**config.mk**
```make
export PLATFORM = sky130hd
export DESIGN_NAME = wb_write_port_arbiter
export DESIGN_NICKNAME = d
export VERILOG_FILES = /design/src/rtl/wb_write_port_arbiter.sv
export SDC_FILE = /design/constraint.sdc
export NUM_CORES = 1
export LEC_CHECK = 0
export ABC_CLOCK_PERIOD_IN_PS = 3000
export CAP_MARGIN = 20
export CORE_MARGIN = 2
export CORE_UTILIZATION = 41
export DETAILED_ROUTE_END_ITERATION = 7
export GPL_ROUTABILITY_DRIVEN = 0
export HOLD_SLACK_MARGIN = 0.02
export PLACE_DENSITY = 0.77
export SETUP_SLACK_MARGIN = 0.2
export SYNTH_ARGS = -nofsm -noshare
export SYNTH_HDL_FRONTEND = slang
export SYNTH_SLANG_ARGS = --single-unit
```
**constraint.sdc**
```tcl
create_clock -name Clk -period 3 [get_ports Clk]
set_input_delay 0.6 -clock Clk [delete_from_list [all_inputs] [get_ports Clk]]
set_output_delay 0.6 -clock Clk [all_outputs]
set_load 0.01 [all_outputs]
```
**src/rtl/wb_write_port_arbiter.sv**
```systemverilog
// Register-file write-port arbiter: the WB-stage pipeline write and a small FIFO of
// auxiliary (mul/div, HI/LO) results share one port. A starvation counter can steal one cycle.
module wb_write_port_arbiter #(
  parameter int DEPTH    = 2,
  parameter int MAX_WAIT = 4
) (
  input  logic        Clk,
  input  logic        Rst,
  input  logic        PipeRegWrite,
  input  logic [4:0]  PipeWriteReg,
  input  logic [31:0] PipeWriteData,
  input  logic        AuxValid,
  input  logic [4:0]  AuxWriteReg,
  input  logic [31:0] AuxWriteData,
  output logic        AuxReady,
  output logic        RegWrite,
  output logic [4:0]  WriteRegister,
  output logic [31:0] WriteData,
  output logic        PipeStall
);

  localparam int PW = (DEPTH > 2) ? 2 : 1;
  localparam int CW = PW + 1;
  localparam logic [CW-1:0] DEPTH_L    = CW'(DEPTH);
  localparam logic [3:0]    MAX_WAIT_L = 4'(MAX_WAIT);

  typedef enum logic [1:0] {
    GNT_NONE  = 2'd0,
    GNT_PIPE  = 2'd1,
    GNT_AUX   = 2'd2,
    GNT_FORCE = 2'd3
  } grant_e;

  logic [4:0]    ent_reg_q  [DEPTH];
  logic [4:0]    ent_reg_d  [DEPTH];
  logic [31:0]   ent_data_q [DEPTH];
  logic [31:0]   ent_data_d [DEPTH];
  logic [PW-1:0] rd_ptr_q, rd_ptr_d;
  logic [PW-1:0] wr_ptr_q, wr_ptr_d;
  logic [CW-1:0] count_q, count_d;
  logic [3:0]    wait_cnt_q, wait_cnt_d;

  grant_e grant;
  logic   pipe_req;
  logic   fifo_empty;
  logic   aux_accept;
  logic   push;
  logic   pop;
  logic   force_gnt;

  // Aux handshake: an entry transfers on any cycle where AuxValid && AuxReady at the
  // rising edge. AuxReady looks only at the registered count, never at this cycle's pop,
  // so a full FIFO refuses even when it is draining. Accepted writes to $0 are dropped.
  always_comb begin
    pipe_req   = PipeRegWrite && (PipeWriteReg != 5'd0);
    fifo_empty = (count_q == '0);
    AuxReady   = !Rst && (count_q < DEPTH_L);
    aux_accept = AuxValid && AuxReady;
    push       = aux_accept && (AuxWriteReg != 5'd0);
    force_gnt  = !fifo_empty && (wait_cnt_q >= MAX_WAIT_L);
  end

  always_comb begin
    grant = GNT_NONE;
    if (Rst)            grant = GNT_NONE;
    else if (force_gnt) grant = GNT_FORCE;
    else if (pipe_req)  grant = GNT_PIPE;
    else if (!fifo_empty) grant = GNT_AUX;
    pop = (grant == GNT_FORCE) || (grant == GNT_AUX);
  end

  always_comb begin
    RegWrite      = 1'b0;
    WriteRegister = 5'd0;
    WriteData     = 32'd0;
    PipeStall     = 1'b0;
    case (grant)
      GNT_PIPE: begin
        RegWrite      = 1'b1;
        WriteRegister = PipeWriteReg;
        WriteData     = PipeWriteData;
      end
      GNT_AUX: begin
        RegWrite      = 1'b1;
        WriteRegister = ent_reg_q[rd_ptr_q];
        WriteData     = ent_data_q[rd_ptr_q];
      end
      GNT_FORCE: begin
        // The held pipe request is replayed next cycle because WB inputs stay frozen.
        RegWrite      = 1'b1;
        WriteRegister = ent_reg_q[rd_ptr_q];
        WriteData     = ent_data_q[rd_ptr_q];
        PipeStall     = 1'b1;
      end
      default: ;
    endcase
  end

  always_comb begin
    ent_reg_d  = ent_reg_q;
    ent_data_d = ent_data_q;
    wr_ptr_d   = wr_ptr_q;
    rd_ptr_d   = rd_ptr_q;
    count_d    = count_q;
    if (push) begin
      ent_reg_d[wr_ptr_q]  = AuxWriteReg;
      ent_data_d[wr_ptr_q] = AuxWriteData;
      wr_ptr_d             = wr_ptr_q + PW'(1);
    end
    if (pop) begin
      rd_ptr_d = rd_ptr_q + PW'(1);
    end
    case ({push, pop})
      2'b10:   count_d = count_q + CW'(1);
      2'b01:   count_d = count_q - CW'(1);
      default: count_d = count_q;
    endcase
  end

  // Counts consecutive cycles the head has been passed over; cleared by any pop.
  always_comb begin
    wait_cnt_d = wait_cnt_q;
    if (pop || fifo_empty) begin
      wait_cnt_d = 4'd0;
    end else if (wait_cnt_q != 4'hF) begin
      wait_cnt_d = wait_cnt_q + 4'd1;
    end
  end

  always_ff @(posedge Clk) begin
    if (Rst) begin
      rd_ptr_q   <= '0;
      wr_ptr_q   <= '0;
      count_q    <= '0;
      wait_cnt_q <= 4'd0;
    end else begin
      rd_ptr_q   <= rd_ptr_d;
      wr_ptr_q   <= wr_ptr_d;
      count_q    <= count_d;
      wait_cnt_q <= wait_cnt_d;
    end
  end

  // Entry storage needs no reset: count gates every read of it.
  always_ff @(posedge Clk) begin
    ent_reg_q  <= ent_reg_d;
    ent_data_q <= ent_data_d;
  end

endmodule

```
==> results_dict.tcl <==
set metrics [dict create \
    ant_nets 0 \
    cp.depth 8 \
    die_x_um 95.2 \
    clock_latency_ns 0.33 \
    initial_utilization_pct 41.9 \
    rr_worst_depth 8 \
    power.density_mw_per_mm2 559 \
    synth_top_area_share_pct 65.2 \
    rrSetupSlack_ns 0.93 \
    syn-num-nets 287 \
    drc_errors 0 \
    cp-end-kind "output pin" \
    multi_input_area_mm2 0.00101 \
    critPathArrivalTime_ns 2.25 \
    dp.cells 433 \
    max_slew_margin_pct 60.1 \
    clkTransAtPathRegs_ns 0.07 \
    synth_ff_type "edfxtp_1" \
    cts_buffers 9 \
    r2r_end "count_q[1]$_SDFFE_PP0P_" \
    dieHeight_um 95.2 \
    ys_types 27 \
    ys_async_sr_fraction_pct 0 \
    seqCellArea_mm2 0.00238 \
    hold_start "wait_cnt_q[0]$_SDFFE_PP0P_" \
    clockBufferDepth 2 \
    finalCritPeriodShare_pct 94.9 \
    slowest_stage "or4_4" \
    synth_area_leaders "edfxtp_1, mux2i_1, o2bb2ai_1, dfxtp_1, clkbuf_8" \
    grt-ovfl-total 0 \
    path_buf_inv 4 \
    grt_pass1_vias 2280 \
    drt-pass1-iter-count 4 \
    final_max_slew_viol_count 0 \
    antenna_found_initial 0 \
    htreeDepth 3 \
    critPathRequiredTime_ns 2.40 \
    row_count 33 \
    outcome "completed" \
    fin_crit_ns 2.85 \
    cts_hold_buf 0 \
    rsz0062_at_grt "yes" \
    timing.hold.ws_ns 0.431 \
    critPathTopFamily "buffers and inverters" \
    hold_path_class "register to register" \
    final_cells 458 \
    syn-cell-area_mm2 0.00341 \
    max_freq_mhz 351 \
    fillers 640 \
    worstSetupEndpoint "WriteData[24]" \
    synth_seq_cells 82 \
    grt_start_max_net_pins 38 \
    skew_ns 0.00462 \
    ios 118 \
    wl_per_cell_um 16.6 \
    synth_largest_area_cell "edfxtp_1" \
    crit_start "PipeWriteReg[2]" \
    tightestPinTransition_ns 0.598 \
    dieArea_mm2 0.00906 \
    grt_use_total_pct 16.8 \
    crit_path_start_kind "input port" \
    antennaDiodeCount 0 \
    crit_type "input port to output pin" \
    nNetsFinal 428 \
    portBuffers 117 \
    root_buffer "clkbuf_8" \
    cap_violations 0 \
    initialDrtViolationCount 55 \
    cts_sinks 82 \
    synth_edf_count 74 \
    seq_area_frac_synth_pct 69.9 \
    hpwl_mm 5.02 \
    yosys_warnings 0 \
    worstPathCellList "buf_2 -> or4_4 -> buf_4 -> o211ai_4 -> nand2_4 -> buf_8 -> o2bb2ai_1 -> clkdlybuf4s15_2" \
    avgSynthCellArea_um2 16.5 \
    r2r_start "wait_cnt_q[2]$_SDFFE_PP0P_" \
    cp_max_fo 13 \
    routed-via-count 2289 \
    areaGrowthSynthToFinish_pct 47.5 \
    grt_pass1_wl_mm 11.2 \
    drive_gt1_share_pct 26.9 \
    utilization_pct 61.8 \
    cts_tree "built" \
    hold_viol_final 0 \
    critPathMaxStageDelay_ns 0.54 \
    viasPerCell 5.00 \
    finalWirelength_mm 7.60 \
    synthCells 207 \
    setup_viol_count_final 0 \
    core_area_mm2 0.00813 \
    power.ir.vdd_worst_mv 0.323 \
    p_leak_nw 1.80 \
]
power by group:
part,switching [mW],internal [mW],leakage (nW)
clock,0.356,0.470,0.102
sequential,0.0412,1.32,0.744
combinational,0.294,0.330,0.953
total,0.691,2.12,1.80
registers in the layout (all words and copies together) (netlist names):
name        count
count_q         2
ent_data_q     64
wait_cnt_q      4
rd_ptr_q        1
wr_ptr_q        1
ent_reg_q      10
stage by stage:
| stage | setup slack [ns] | setup TNS (ns) | cell area [um^2] | total power [mW] |
|---|---|---|---|---|
| CTS | 0.148 | 0 | 5000 | 2.82 |
| global placement | -0.457 | -21.75 | 4790 | 2.01 |
| detailed placement | -0.482 | -24.39 | 4790 | 2.02 |
| floorplan | -0.165 | -12.21 | 3410 | 1.67 |
| global route | 0.102 | 0 | 5030 | 2.94 |
| finish | 0.152 | 0 | 5030 | 2.81 |
area by class of cell:
type                            instances  area share, %
Timing Repair Buffer                  142           25.6
Tap cell                              105           2.61
Multi-Input combinational cell        111           20.2
Inverter                                2          0.149
Clock buffer                           13           2.76
Sequential cell                        82           47.4
Clock inverter                          3           1.29
how the worst min path moves through the flow:
| stage | to | slack [ns] | depth (start not counted) |
|---|---|---|---|
| 5_1_grt | wait_cnt_q[0]$_SDFFE_PP0P_ | 0.46 | 1 |
| 4_1_cts | wait_cnt_q[0]$_SDFFE_PP0P_ | 0.43 | 1 |
| 6_report | wait_cnt_q[0]$_SDFFE_PP0P_ | 0.43 | 1 |
| 3_3_place_gp | wait_cnt_q[0]$_SDFFE_PP0P_ | 0.41 | 1 |
| 3_5_place_dp | wait_cnt_q[0]$_SDFFE_PP0P_ | 0.42 | 1 |
| 2_1_floorplan | wait_cnt_q[0]$_SDFFE_PP0P_ | 0.41 | 1 |
worst reg2reg max path: stages (launching register included):
cell and delay [ns]:
dfxtp_1 0.30, nor2_1 0.34, o211ai_4 0.16, nand2_4 0.13, buf_12 0.16, inv_1 0.05
ha_1 0.31, or3_1 0.39, a21oi_1 0.16
Yosys cell counts (2+ instances only):
cell	number
o21ai_0	6
edfxtp_1	74
or3_1	3
nor2_1	10
ha_1	2
clkbuf_1	4
clkbuf_8	3
buf_2	2
inv_1	2
a21oi_1	3
o2bb2ai_1	37
and3_1	2
mux2i_1	37
dfxtp_1	8
buf_6	2
layout by cell type (no fill, tap or decap), types with 2 or more instances in the layout:
cell / instances
or3_1: 3
edfxtp_1: 74
a21oi_1: 3
dfxtp_1: 7
inv_1: 2
buf_12: 5
clkbuf_1: 4
buf_2: 39
bufinv_16: 2
o2bb2ai_2: 9
o2bb2ai_1: 28
mux2i_1: 37
and3_1: 2
clkdlybuf4s15_2: 2
nor2_1: 8
nor2_4: 2
o21ai_0: 5
clkbuf_8: 9
clkdlybuf4s50_1: 74
buf_6: 2
ha_1: 2
buf_4: 15
buf_16: 2
timing repair:
item	in CTS	in global routing
pin swaps	5	1
setup endpoints to repair	39	38
gates cloned	1	0
resized for setup	158	27
setup buffers	5	1
routing by layer:
layer | track usage [%] | up-vias | part of all wire, %
li1 | - | 1119 | -
met1 | 18.5 | 1093 | 38
met2 | 30.9 | 72 | 54
met3 | 4.27 | 5 | 7.2
met4 | 6.16 | 0 | 0.71
met5 | 0 | - | 0
cell families after synthesis:
group	count (synthesis)	share of synthesized area, %
fa+ha+maj	2	0.734
xor+xnor	2	0.514
compound gates	48	11.5
buf+inv	14	3.05
simple gates	21	3.31
other cells	1	0.110
flops	82	69.9
mux	37	10.9
Note: power is estimated with default switching activity, not from simulation.
